`src/rtl/frame_buffer_scheduler.sv`:
```
// Triple-buffer scheduler: hands out frame buffers to one stream writer and one
// stream reader, publishes the newest completed frame and counts drops/repeats.
module frame_buffer_scheduler #(
  parameter int C_ADDR_WIDTH = 32,
  parameter int C_CNT_WIDTH  = 16
) (
  input  logic                    clk,
  input  logic                    reset,
  input  logic                    enable,
  input  logic [C_ADDR_WIDTH-1:0] base_addr,
  input  logic [C_ADDR_WIDTH-1:0] frame_size,
  output logic                    s2mm_soft_resetn,
  input  logic                    s2mm_resetting,
  input  logic                    s2mm_sof,
  output logic [C_ADDR_WIDTH-1:0] s2mm_addr,
  output logic                    mm2s_soft_resetn,
  input  logic                    mm2s_resetting,
  input  logic                    mm2s_sof,
  output logic [C_ADDR_WIDTH-1:0] mm2s_addr,
  output logic                    rd_frame_valid,
  output logic [1:0]              wr_idx,
  output logic [1:0]              rd_idx,
  output logic [C_CNT_WIDTH-1:0]  drop_cnt,
  output logic [C_CNT_WIDTH-1:0]  repeat_cnt
);

  typedef enum logic [1:0] {
    ST_IDLE = 2'd0,
    ST_RUN  = 2'd1,
    ST_STOP = 2'd2
  } state_e;

  state_e                  state_q, state_d;
  logic                    stop_seen_q;
  logic [1:0]              w_q, w_d, l_q, l_d, r_q, r_d;
  logic                    fresh_q, fresh_d;
  logic                    started_q, started_d;
  logic                    rfv_q, rfv_d;
  logic [C_CNT_WIDTH-1:0]  drop_q, drop_d, rep_q, rep_d;
  logic [C_ADDR_WIDTH-1:0] buf0_q, buf1_q, buf2_q;
  logic [C_ADDR_WIDTH-1:0] s2mm_addr_q, mm2s_addr_q;
  logic                    s2mm_srn_q, mm2s_srn_q;
  logic                    run_s, publish_s, take_s;

  function automatic logic [C_ADDR_WIDTH-1:0] sel_buf(
    input logic [1:0]              idx,
    input logic [C_ADDR_WIDTH-1:0] b0,
    input logic [C_ADDR_WIDTH-1:0] b1,
    input logic [C_ADDR_WIDTH-1:0] b2
  );
    case (idx)
      2'd0:    sel_buf = b0;
      2'd1:    sel_buf = b1;
      2'd2:    sel_buf = b2;
      default: sel_buf = b0;
    endcase
  endfunction

  assign run_s     = (state_q == ST_RUN);
  // The first writer frame after RUN entry only claims W; it has nothing to publish yet.
  assign publish_s = run_s & s2mm_sof & started_q;
  assign take_s    = run_s & mm2s_sof;

  // Run/stop sequencing with a minimum two-cycle drain window in STOP
  always_comb begin
    state_d = state_q;
    case (state_q)
      ST_IDLE: begin
        if (enable) state_d = ST_RUN;
        else        state_d = ST_IDLE;
      end
      ST_RUN: begin
        if (!enable) state_d = ST_STOP;
        else         state_d = ST_RUN;
      end
      ST_STOP: begin
        if (stop_seen_q && !s2mm_resetting && !mm2s_resetting) state_d = ST_IDLE;
        else                                                   state_d = ST_STOP;
      end
      default: state_d = ST_IDLE;
    endcase
  end

  // Buffer ownership rotation and status counters
  always_comb begin
    w_d       = w_q;
    l_d       = l_q;
    r_d       = r_q;
    fresh_d   = fresh_q;
    rfv_d     = rfv_q;
    drop_d    = drop_q;
    rep_d     = rep_q;
    started_d = (state_d != ST_IDLE) && (started_q || (run_s && s2mm_sof));
    if (state_d == ST_IDLE) begin
      w_d     = 2'd0;
      l_d     = 2'd1;
      r_d     = 2'd2;
      fresh_d = 1'b0;
      rfv_d   = 1'b0;
    end else if (publish_s && take_s) begin
      // Reader takes the just-finished frame directly; writer reuses the reader's old buffer.
      w_d     = r_q;
      r_d     = w_q;
      fresh_d = 1'b0;
      rfv_d   = 1'b1;
    end else if (publish_s) begin
      w_d     = l_q;
      l_d     = w_q;
      fresh_d = 1'b1;
      if (fresh_q) drop_d = drop_q + C_CNT_WIDTH'(1);
      else         drop_d = drop_q;
    end else if (take_s) begin
      if (fresh_q) begin
        r_d     = l_q;
        l_d     = r_q;
        fresh_d = 1'b0;
        rfv_d   = 1'b1;
      end else begin
        rep_d = rep_q + C_CNT_WIDTH'(1);
      end
    end else begin
      w_d = w_q;
    end
  end

  // Control state, ownership and counter registers
  always_ff @(posedge clk) begin
    if (reset) begin
      state_q     <= ST_IDLE;
      stop_seen_q <= 1'b0;
      w_q         <= 2'd0;
      l_q         <= 2'd1;
      r_q         <= 2'd2;
      fresh_q     <= 1'b0;
      started_q   <= 1'b0;
      rfv_q       <= 1'b0;
      drop_q      <= {C_CNT_WIDTH{1'b0}};
      rep_q       <= {C_CNT_WIDTH{1'b0}};
    end else begin
      state_q     <= state_d;
      stop_seen_q <= (state_q == ST_STOP);
      w_q         <= w_d;
      l_q         <= l_d;
      r_q         <= r_d;
      fresh_q     <= fresh_d;
      started_q   <= started_d;
      rfv_q       <= rfv_d;
      drop_q      <= drop_d;
      rep_q       <= rep_d;
    end
  end

  // Address table and registered engine-facing outputs
  always_ff @(posedge clk) begin
    if (reset) begin
      buf0_q      <= {C_ADDR_WIDTH{1'b0}};
      buf1_q      <= {C_ADDR_WIDTH{1'b0}};
      buf2_q      <= {C_ADDR_WIDTH{1'b0}};
      s2mm_addr_q <= {C_ADDR_WIDTH{1'b0}};
      mm2s_addr_q <= {C_ADDR_WIDTH{1'b0}};
      s2mm_srn_q  <= 1'b0;
      mm2s_srn_q  <= 1'b0;
    end else begin
      buf0_q      <= base_addr;
      buf1_q      <= base_addr + frame_size;
      buf2_q      <= base_addr + (frame_size << 1);
      s2mm_addr_q <= sel_buf(w_d, buf0_q, buf1_q, buf2_q);
      mm2s_addr_q <= sel_buf(r_d, buf0_q, buf1_q, buf2_q);
      s2mm_srn_q  <= (state_d == ST_RUN);
      mm2s_srn_q  <= (state_d == ST_RUN);
    end
  end

  assign s2mm_soft_resetn = s2mm_srn_q;
  assign mm2s_soft_resetn = mm2s_srn_q;
  assign s2mm_addr        = s2mm_addr_q;
  assign mm2s_addr        = mm2s_addr_q;
  assign rd_frame_valid   = rfv_q;
  assign wr_idx           = w_q;
  assign rd_idx           = r_q;
  assign drop_cnt         = drop_q;
  assign repeat_cnt       = rep_q;

endmodule

```
`config.mk`:
```
export PLATFORM = sky130hd
export DESIGN_NAME = frame_buffer_scheduler
export DESIGN_NICKNAME = d
export VERILOG_FILES = /design/src/rtl/frame_buffer_scheduler.sv
export SDC_FILE = /design/constraint.sdc
export NUM_CORES = 1
export LEC_CHECK = 0
export ABC_CLOCK_PERIOD_IN_PS = 6400
export CAP_MARGIN = 20
export CORE_ASPECT_RATIO = 0.8
export CORE_MARGIN = 4
export CORE_UTILIZATION = 25
export DETAILED_ROUTE_END_ITERATION = 6
export HOLD_SLACK_MARGIN = 0.15
export SLEW_MARGIN = 10
export SYNTH_ARGS = -nofsm -noshare
export SYNTH_HDL_FRONTEND = slang
export SYNTH_SLANG_ARGS = --single-unit
```
`constraint.sdc`:
```
create_clock -name clk -period 6.4 [get_ports clk]
set_input_delay 1.6 -clock clk [delete_from_list [all_inputs] [get_ports clk]]
set_output_delay 1.6 -clock clk [all_outputs]
set_load 0.01 [all_outputs]
```
Word level (Yosys, flattened, before mapping)
Index checks and enable logic that the tools add are counted.
Cells by class
  $add $sub $neg: 4
  eq/ne operators: 8
  mux-type cells: 23
  bitwise gates (word level): 7
  reductions and logical operators: 21
Operators by type and width (number)
  $pmux W32 S2: 2
  $add A32 B32 Y32: 2
  $add A16 B1 Y16 const B: 2
  $mux W2: 13
  $reduce_bool A2 Y1: 5
  $eq A2 B1 Y1 const B: 4
  $mux W1: 7
  $eq A2 B2 Y1 const B: 3
  $pmux W2 S3: 1
  $reduce_and A3 Y1: 2
  $logic_and A1 B1 Y1: 5
  $reduce_and A5 Y1: 1
  $logic_not A2 Y1: 2
  $not A1 Y1: 4
  $reduce_and A4 Y1: 1
  $and A1 B1 Y1: 3
  $reduce_or A3 Y1: 1
  $logic_not A1 Y1: 2
  $ne A2 B1 Y1 const B: 1
  $reduce_or A2 Y1: 1
  $logic_or A1 B1 Y1: 1
Storage, ports and cells
  bits in registers: 205
  input port bits: 71
  output and inout bits: 103
  word-level logic and storage cells: 79

Depth between registers and ports, before layout
Gate-level depths: netlist (run 1).
  depth after elaboration: 9
  gate-level depth with buffers: 15
  depth with buffers taken out: 13

Worst setup path before layout (run 1)
No wires, ideal clock.
  path type: input to register
  start point: input s2mm_sof
  end point: register mm2s_addr_q[10] (netlist: mm2s_addr[10])
  setup time: 128 ps
  data arrival time: 4009 ps
  data required time: 6272 ps
  slack: 2264 ps
  cell stages on the path: 13
  path buffers: 3
  cells stage by stage: nand3_2 inv_1 ha_1 clkbuf_1 mux2_2 nor2_1 inv_1 ha_1 clkbuf_1 clkbuf_1 nor2_1 a21oi_1 nor2_1
Between the ends
  longest elaborated chain between the ends: 7
  elaborated cells on any way between the ends: 9
  classes of those cells: eq/ne (2); mux (4); bitwise (2); reduce/logical (1)
RTL lines
  from (decl): RTL line 14  | input logic s2mm_sof,
  $and A1 B1 Y1 (*) (2 in series): RTL line 61  | assign publish_s = run_s & s2mm_sof & started_q;
  net publish_s: RTL line 43  | logic run_s, publish_s, take_s;
  $mux W2 / $logic_and A1 B1 Y1 (equally long branches): RTL line 106, 100
  $mux W2 (*): RTL line 100  | end else if (publish_s && take_s) begin
  $mux W2 (*): RTL line 94  | if (state_d == ST_IDLE) begin
  net r_d[1]: RTL line 35  | logic [1:0] w_q, w_d, l_q, l_d, r_q, r_d;
  $eq A2 B2 Y1 / $eq A2 B1 Y1 (equally long branches): RTL line 51  | case (idx)
  $pmux W32 S2 (*): RTL line 51
  to (signal assigned): RTL line 160  | mm2s_addr_q <= {C_ADDR_WIDTH{1'b0}};
  to (signal assigned): RTL line 168  | mm2s_addr_q <= sel_buf(r_d, buf0_q, buf1_q, buf2_q);
  to (decl): RTL line 41  | logic [C_ADDR_WIDTH-1:0] s2mm_addr_q, mm2s_addr_q;
The timed path passes the listed nets; every way through them passes the cells marked *.
A chain may end at the register's enable or synchronous reset.

Worst setup path in the final report (run 1)
  start point: input s2mm_sof
  end point: register mm2s_addr_q[28] (netlist: mm2s_addr[28])
Between the ends
  longest elaborated chain between the ends: 7
  elaborated cells on any way between the ends: 9
  classes of those cells: eq/ne (2); mux (4); bitwise (2); reduce/logical (1)
RTL lines (RTL line)
  $and A1 B1 Y1 (*) (2 in series): 61
  net publish_s: 43
  $mux W2 / $logic_and A1 B1 Y1 (equally long branches): 106, 100
  $mux W2 (*): 100
  $mux W2 (*): 94
  $eq A2 B2 Y1 / $eq A2 B1 Y1 (equally long branches): 51
  $pmux W32 S2 (*): 51
Marked as above.

==> results.cfg, run 1 <==
[run_status]
status = finished clean

[route]
num_vias = 9482
firstDrtPassIters = 5
wl_per_cell_um = 16.8
routed_wl_mm = 32.9
postRouteAntennaNets = 0
drt_iter0_drc = 563
viasPerCell = 4.86
drc = 0

[cells_and_area]
layout-drive-gt1-share = 0.0504
areaGrowthSynthToFinish_pct = 28.6
num-fill-cells = 4231
final_cells = 1952
nNetsFinal = 1534
final_util = 0.329
antenna_cells = 0

[worst_setup_path]
worstSetupPathType = input port to register
cp_num_cells = 12
worstSetupStartpoint = s2mm_sof
cpPeakStageDelay_ns = 0.58
worstSetupEndpointType = register
cp.arrival_ns = 5.03
path_delay_family = buffers and inverters
rr_worst_depth = 12
cp-start-kind = input port
worstPathBufferInverterCount = 3
reg2reg_from = state_q[1]$_SDFF_PP0_
cpMostUsedCell = nor2_1
worstPathRequired_ns = 6.85
crit_slowest_cell = ha_1
path_cells = clkdlybuf4s50_1 -> nand3_2 -> inv_1 -> ha_1 -> mux2_2 -> nor2_1 -> ha_1 -> buf_4 -> a22oi_1 -> nor2_1 -> a21oi_1 -> nor2_1
crit_path_max_fanout = 22

[sta]
setup_viol = 0
layout_min_cycle_time_ns = 4.58
fin_tns_setup_ns = 0
worstMarginPinSlew_ns = 0.941
hold_slack_ns = 0.457
fin_crit_sh = 0.716
slew_headroom = 0.373
rsz0062_at_grt = no
skew_ns = 0.0143
hold_viol = 0
fmax_mhz = 218
slew_violations = 0

[synthesis]
synth_area_mm2 = 0.0105
synth-compound-area-share = 0.217
synth.net_count = 1397
synth_fa_ha_area_frac = 0.0861
postSynthCellCount = 1255
synthSimpleGateAreaFrac = 0.205
synthFlopType = dfxtp_1
syn_avg_cell_area_um2 = 8.36
yosysSeqAreaShare = 0.389
synth_edf_count = 0
yosys-top-cells-area = dfxtp_1 (39%), nor2_1 (8.4%), ha_1 (8.2%), a21oi_1 (6.2%), a22oi_1 (4.4%)
yosys_warnings = 0
synth_cell_types = 70
synth_mux_area_frac = 0.0132
yosys_register_bits = 204
synth_xor_area_frac = 0.0568
async_flop_share = 0
yosysTopAreaCell = dfxtp_1
synth_top_family_by_area = compound AO/OA/AOI/OAI gates
yosys.area.top_type_share = 0.389

[cts]
post_cts_buffers = 0
cts_buffers = 25
hold_buffers = 0
cts_resized = 0
insertion_delay_ns = 0.53
cts_max_level = 1
root_buffer = clkbuf_16
cts_sinks = 204
clk_pin_slew_worst_paths_ns = 0.06
clock_path_buffers = 3
cts_tree = yes

[power_and_ir_drop]
power.leakage_nw = 5.27
ir_drop_v = 0.000163
power_mw = 3.41
power.density_mw_per_mm2 = 253

[hold_path]
hold_depth = 2
worstHoldStart = rd_frame_valid$_SDFFE_PP0P_
min_path_type = register to register

[global_route]
grt_antenna_before_repair = 3
grt_usage = 0.138
grt_pass1_vias = 9159
grt_pass1_wl_mm = 50.8
grt_max_degree = 91
gr-total-overflow = 0

[floorplanning]
start_util = 0.256
num_rows = 66
io_pins = 174
die_y_um = 191
core_region_area_mm2 = 0.0410
die-area_mm2 = 0.0453
die_w_um = 237

[placement]
placed_cells_incl_taps = 1909
dp_hpwl_mm = 24.1
place.gp.congestion = 0.877
io_buffer_count = 173

[run]
max_cap_viol_count = 0
## layout by cell type (no fill, tap or decap), drive strengths merged, types with 6 or more instances in the layout
cell type / Yosys / final
nand4: 17 / 17
ha: 69 / 69
xor2: 40 / 40
a21o: 43 / 43
a31oi: 13 / 13
nor2b: 46 / 46
nand2: 67 / 67
clkdlybuf4s50: 0 / 172
nor2: 235 / 235
mux2: 7 / 7
o21bai: 7 / 7
a21oi: 129 / 129
o21a: 7 / 7
and3: 15 / 15
clkbuf: 60 / 37
inv: 18 / 19
nand3: 21 / 21
o211ai: 6 / 6
xnor2: 28 / 28
a211oi: 12 / 12
a21boi: 6 / 6
nand2b: 6 / 6
o21ai: 40 / 40
buf: 8 / 6
a22oi: 62 / 62
or3: 7 / 7
dfxtp: 204 / 204
nor3: 12 / 12
mux2i: 6 / 6
## stage by stage
stage / worst slack, ns / area (um^2)
finish: 1.82 / 13500
global route: 1.57 / 13500
CTS: 1.82 / 13500
detailed placement: 1.26 / 12700
global placement: 1.37 / 12700
floorplan: 2.26 / 10500
## power breakdown
group          switching [mW]  internal [mW]  total, mW
registers              0.0451           1.36       1.41
logic                   0.342          0.287      0.629
clock network           0.553          0.823       1.38
## per-layer routing
metal | share of wire | track usage
met5 | 0.0011 | 0
met4 | 0.025 | 0.0346
met3 | 0.077 | 0.0437
met2 | 0.43 | 0.215
met1 | 0.47 | 0.186
## final timing paths
kind / to / slack, ns
hold / removal: rd_frame_valid$_SDFFE_PP0P_ / 0.46
setup reg to reg: mm2s_addr[28]$_SDFF_PP0_ / 2.82
setup / recovery: mm2s_addr[28]$_SDFF_PP0_ / 1.82
hold reg to reg: rd_frame_valid$_SDFFE_PP0P_ / 0.46
## flip-flops by register name (all words and copies together), names as in the netlist
register	flops
drop_cnt	16
buf0_q	32
l_q	2
started_q	1
repeat_cnt	16
mm2s_addr	32
wr_idx	2
s2mm_addr	32
buf2_q	31
fresh_q	1
state_q	2
stop_seen_q	1
rd_idx	2
mm2s_soft_resetn	1
buf1_q	32
rd_frame_valid	1
## worst min-delay path, stage by stage, from the launching register on
cell and delay [ns]:
dfxtp_1 0.31, inv_1 0.05, a21oi_1 0.05
## area by class of cell
class / instances / area, um^2 / share of cell area
inverters: 19 / 71.3 / 0.00529
flip-flops and latches: 204 / 4080 / 0.303
well taps: 544 / 681 / 0.0505
clock inverters: 6 / 61.3 / 0.00455
repair buffers: 178 / 1780 / 0.132
multi-input cells: 964 / 6080 / 0.451
clock buffers: 37 / 731 / 0.0542
## logic make-up (layout without fill, tap and decap cells)
kind of cell / after synthesis / in the layout
compound gates: 355 / 355
xor+xnor: 68 / 68
fa+ha+maj: 71 / 71
buf+inv: 87 / 240
flops: 204 / 204
mux: 13 / 13
simple gates: 457 / 457
## Yosys cell counts (11+ instances only)
master	n
a21o_1	43
xnor2_1	28
ha_1	69
dfxtp_1	204
nor2b_1	45
nand2_1	67
nand4_1	17
a211oi_1	11
inv_1	16
nand3_1	19
a21oi_1	129
a22oi_1	62
nor3_1	12
clkbuf_1	60
a31oi_1	13
xor2_1	40
nor2_1	235
o21ai_0	35
and3_1	13
(Power assumes the default switching activity.)
==> run 2: changes to the inputs <==
- ABC_CLOCK_PERIOD_IN_PS: 6400 -> 4100
- clock period: 6.4 -> 4.1 ns (I/O delays scaled with it)
==> run 2 against run 1 <==
  * Register-to-register slack worse by 1.8 ns
  * Sequential power up 57%
  * Design area up 3.2%
  * Clock power up 72%
  * Count of clock-buffer cells in the layout down 3
  * Combinational power up 64%
  * Wire length up 4.2%
  * Sequential share of layout area down 0.95 points
  * Final cell count up 2.0%
  * Clock skew down 0.0021 ns
  * Via count up 2.6%
  * Largest cell class unchanged
  * Highest routed layer unchanged
==> results.cfg, run 2 (same netlist as run 1, synthesis figures left out) <==
[cts]
hold_buffers = 0
cts_sinks = 204
root_buffer = clkbuf_16
insertion_delay_ns = 0.53
clk_pin_slew_worst_paths_ns = 0.06
post_cts_buffers = 0
cts_max_level = 1
cts_resized = 0
cts_tree = yes
cts_buffers = 24
clock_path_buffers = 3

[floorplanning]
io_pins = 174
die_w_um = 237
core_region_area_mm2 = 0.0410
die_y_um = 191
num_rows = 66
die-area_mm2 = 0.0453
start_util = 0.256

[cells_and_area]
layout_commonest_cell = nor2_1
final_cell_mix = nor2_1 (235), dfxtp_1 (204), clkdlybuf4s50_1 (172)
areaGrowthSynthToFinish_pct = 32.7
post-route-cell-area_mm2 = 0.0139
num-fill-cells = 4248
regArea_mm2 = 0.00408
layout-drive-gt1-share = 0.0773
antenna_cells = 0
multi_input_area_mm2 = 0.00607
final_util = 0.339
nNetsFinal = 1573

[route]
viasPerCell = 4.88
wl_per_cell_um = 17.2
drt_iter0_drc = 682
postRouteAntennaNets = 0
routed_wl_mm = 34.3
num_vias = 9724
drc = 0
firstDrtPassIters = 5

[global_route]
grt_max_degree = 75
grt_pass1_vias = 9602
grt_usage = 0.147
grt_pass1_wl_mm = 53.9
gr-total-overflow = 0
grt_antenna_before_repair = 2

[power_and_ir_drop]
power.density_mw_per_mm2 = 403
seqPwrFrac = 0.393
pwr-share-comb = 0.183
switchingPower_mw = 1.49
intPower_mw = 4.12
ir_drop_v = 0.000192
power.leakage_nw = 5.52
switching_share = 0.266
power_frac_clock = 0.424

[worst_setup_path]
cp-start-kind = input port
ff2ff_setup_slack_ns = 1.05
worstSetupPathType = input port to register
cp.arrival_ns = 4.33
reg2reg_to = mm2s_addr[12]$_SDFF_PP0_
rr_worst_depth = 12
worstPathRequired_ns = 4.52
reg2reg_from = state_q[1]$_SDFF_PP0_
worstSetupEndpointType = register
crit_path_max_fanout = 2

[sta]
hold_viol = 0
slew_headroom = 0.477
fin_tns_setup_ns = 0
skew_ns = 0.0122
setup_viol = 0
fin_crit_sh = 0.953
layout_min_cycle_time_ns = 3.91
worstMarginPinSlew_ns = 0.785
hold_slack_ns = 0.472
slew_violations = 0
fmax_mhz = 256
rsz0062_at_grt = no

[hold_path]
worstHoldStart = rd_frame_valid$_SDFFE_PP0P_
hold_depth = 2
min_path_type = register to register
holdPathEnd = rd_frame_valid$_SDFFE_PP0P_

[run]
max_cap_viol_count = 0

[placement]
dp_hpwl_mm = 25.7
postPlaceCellArea_mm2 = 0.0130
place.gp.congestion = 0.887
io_buffer_count = 173

[run_status]
status = finished clean
run 2: final cells by class:
cell class,instances,share of cell area
Multi-Input combinational cell,964,0.436
Sequential cell,204,0.293
Timing Repair Buffer,218,0.153
Clock buffer,34,0.0509
Tap cell,544,0.0489
Clock inverter,9,0.0124
Inverter,19,0.00512
run 2: worst max-delay path by stage:
stage	start	endpoint	slack, ns	depth (start not counted)
after global placement	base_addr[0]	buf1_q[30]$_SDFF_PP0_	-0.23	13
after floorplan	s2mm_sof	mm2s_addr[10]$_SDFF_PP0_	0.54	13
after global routing	base_addr[0]	buf1_q[30]$_SDFF_PP0_	0.04	13
after detailed placement	base_addr[0]	buf1_q[30]$_SDFF_PP0_	-0.29	13
final	base_addr[0]	buf1_q[30]$_SDFF_PP0_	0.19	13
after CTS	base_addr[0]	buf1_q[30]$_SDFF_PP0_	0.26	13
run 2: stage by stage:
stage	std cells	worst slack [ns]	total power, mW
global route	1992	0.0426	5.88
floorplan	1255	0.539	2.85
global placement	1949	-0.226	3.26
finish	1992	0.192	5.61
CTS	1992	0.260	5.68
detailed placement	1949	-0.295	3.27
run 2: power groups by stage:
stage	clock network (mW)	logic, mW	registers, mW
floorplan	0	0.611	2.24
global placement	0	1.02	2.25
detailed placement	0	1.02	2.25
CTS	2.45	1.03	2.21
global route	2.52	1.13	2.22
finish	2.38	1.03	2.21
run 2: critical path: stages:
cell and delay, ns:
clkdlybuf4s50_1 0.43, ha_1 0.25, fa_1 0.40, a211oi_1 0.29
nor2_1 0.11, o31a_1 0.29, a21boi_0 0.33, buf_4 0.18
o211ai_1 0.18, a41oi_1 0.31, buf_4 0.16, o21ai_1 0.06
mux2_1 0.31
run 2: metal layers:
layer | up-vias | routed length (um) | share of wire | GRT usage
li1 | 4806 | - | - | -
met1 | 4619 | 16500 | 0.48 | 0.206
met2 | 245 | 15000 | 0.44 | 0.233
met3 | 50 | 2020 | 0.059 | 0.0330
met4 | 4 | 707 | 0.021 | 0.0292
met5 | - | 26 | 0.00076 | 0
==> run 3: changes to the inputs <==
- SETUP_SLACK_MARGIN: not set -> 0.5
==> run 3 against run 2 <==
  * Die area did not move
  * Via count rose by 0.82%
  * Hold slack barely moved
  * Sequential share of layout area fell by 0.20 points
  * Setup slack improved by 0.43 ns
  * Critical path depth fell by 2
  * Wire length rose by 0.42%
  * Register-to-register slack improved by 0.03 ns
  * Total power rose by 0.22%
  * Fmax rose by 12%
  * Design area rose by 0.67%
  * Critical path type unchanged
==> results.cfg, run 3 (same netlist as run 1, synthesis figures left out) <==
[global_route]
grt_usage = 0.147
grt_pass1_vias = 9608
use_met1 = 0.206
grt_antenna_before_repair = 2
grt_max_degree = 75
use_met2 = 0.234
top_usage_layer = met2
grt_pass1_wl_mm = 54.0
gr-total-overflow = 0
met3_usage = 0.0330

[floorplanning]
io_pins = 174
core_region_area_mm2 = 0.0410
die_y_um = 191
num_rows = 66
die_w_um = 237
start_util = 0.256
die-area_mm2 = 0.0453

[worst_setup_path]
path_delay_family = compound AO/OA/AOI/OAI gates
ff2ff_setup_slack_ns = 1.08
reg2reg_from = state_q[1]$_SDFF_PP0_
crit_path_max_fanout = 3
worstPathBufferInverterCount = 1
cp.arrival_ns = 3.86
cp-start-kind = input port
rr_worst_depth = 12
worstSetupStartpoint = base_addr[1]
worstSetupPathType = input port to register
crit_slowest_cell = clkdlybuf4s50_1
reg2reg_to = mm2s_addr[12]$_SDFF_PP0_
cp_num_cells = 11
worstPathRequired_ns = 4.49
path_cells = clkdlybuf4s50_1 -> ha_1 -> fa_2 -> a211o_1 -> a211oi_2 -> o22ai_2 -> a31oi_1 -> o31ai_1 -> a211oi_1 -> xor2_1 -> nor2_1
cpPeakStageDelay_ns = 0.43
critPathCapture = buf2_q[29]$_SDFF_PP0_
worstSetupEndpointType = register

[route]
firstDrtPassIters = 5
postRouteAntennaNets = 0
wl_per_cell_um = 17.3
viasPerCell = 4.92
drc = 0
num_vias = 9804
drt_iter0_drc = 591
routed_wl_mm = 34.4

[sta]
hold_slack_ns = 0.472
layout_min_cycle_time_ns = 3.47
slew_headroom = 0.479
rsz0062_at_grt = yes
setup_viol = 0
slew_violations = 0
skew_ns = 0.00923
hold_viol = 0
fin_crit_sh = 0.847
fmax_mhz = 288
worstMarginPinSlew_ns = 0.782

[run_status]
status = finished clean

[cts]
root_buffer = clkbuf_16
hold_buffers = 0
cts_max_level = 1
cts_sinks = 204
cts_buffers = 24
cts_tree = yes
clk_pin_slew_worst_paths_ns = 0.06
insertion_delay_ns = 0.53
clock_path_buffers = 3

[run]
max_cap_viol_count = 0

[placement]
dp_hpwl_mm = 25.7
io_buffer_count = 173
place.gp.congestion = 0.887
postPlaceCellArea_mm2 = 0.0130

[cells_and_area]
layout-drive-gt1-share = 0.0856
layout_commonest_cell = nor2_1
num-fill-cells = 4236
final_util = 0.342
post-route-cell-area_mm2 = 0.0140
areaGrowthSynthToFinish_pct = 33.6
nNetsFinal = 1574
antenna_cells = 0
final_cell_mix = nor2_1 (235), dfxtp_1 (204), clkdlybuf4s50_1 (168)

[power_and_ir_drop]
switchingPower_mw = 1.50
power_frac_clock = 0.423
power.leakage_nw = 5.56
pwr-share-comb = 0.185
ir_drop_v = 0.000192
switching_share = 0.266
power.density_mw_per_mm2 = 401
seqPwrFrac = 0.392
intPower_mw = 4.13

[hold_path]
min_path_type = register to register
run 3: cell types whose count changed in the layout (fill, tap and decap cells not counted), sizes merged:
| cell | delta |
|---|---|
| buf | +1 |
| clkdlybuf4s50 | -4 |
| dlymetal6s2s | +4 |
run 3: final cells by class:
cell class	count	area [um^2]	share of cell area
sequential	204	4080	0.291
tap	544	681	0.0486
multi-input combinational	964	6150	0.439
clock buffer	34	709	0.0506
clock inverter	9	173	0.0123
inverter	19	71.3	0.00509
timing repair buffer	219	2150	0.153
run 3: repair_timing:
action                                  in CTS  in global routing
pin swaps                                    2                 10
gates resized for setup                      6                 12
setup buffers                                1                  0
endpoints found under the setup margin       7                  9
run 3: tightest hold or removal path: stages (launching register included):
cell and delay (ns):
dfxtp_1 0.32, inv_1 0.05, a21oi_1 0.05
run 3: stage by stage:
step                power [mW]  setup slack, ns  std cells  TNS (ns)
global route              5.89            0.468       1993         0
CTS                       5.69            0.507       1993         0
global placement          3.26           -0.226       1949    -0.651
detailed placement        3.27           -0.295       1949     -1.21
floorplan                 2.85            0.539       1255         0
finish                    5.63            0.625       1993         0
run 3: power by group through the flow:
stage	clock network [mW]	registers (mW)	logic, mW
finish	2.38	2.21	1.04
global route	2.52	2.22	1.15
CTS	2.45	2.21	1.03
detailed placement	0	2.25	1.02
global placement	0	2.25	1.02
floorplan	0	2.24	0.611
run 3: worst min path at each step:
stage	slack, ns	start	to	depth (start not counted)
6_report	0.47	rd_frame_valid$_SDFFE_PP0P_	rd_frame_valid$_SDFFE_PP0P_	2
5_1_grt	0.50	buf0_q[22]$_SDFF_PP0_	mm2s_addr[22]$_SDFF_PP0_	2
4_1_cts	0.48	rd_frame_valid$_SDFFE_PP0P_	rd_frame_valid$_SDFFE_PP0P_	2
3_5_place_dp	0.46	rd_frame_valid$_SDFFE_PP0P_	rd_frame_valid$_SDFFE_PP0P_	2
3_3_place_gp	0.46	rd_frame_valid$_SDFFE_PP0P_	rd_frame_valid$_SDFFE_PP0P_	2
2_1_floorplan	0.45	buf0_q[0]$_SDFF_PP0_	mm2s_addr[0]$_SDFF_PP0_	2
run 3: layer usage:
layer / vias up / wire (um) / share of wire
met5: - / 26 / 0.00076
met1: 4686 / 16300 / 0.47
met4: 4 / 737 / 0.021
li1: 4800 / - / -
met3: 48 / 2160 / 0.063
met2: 266 / 15200 / 0.44
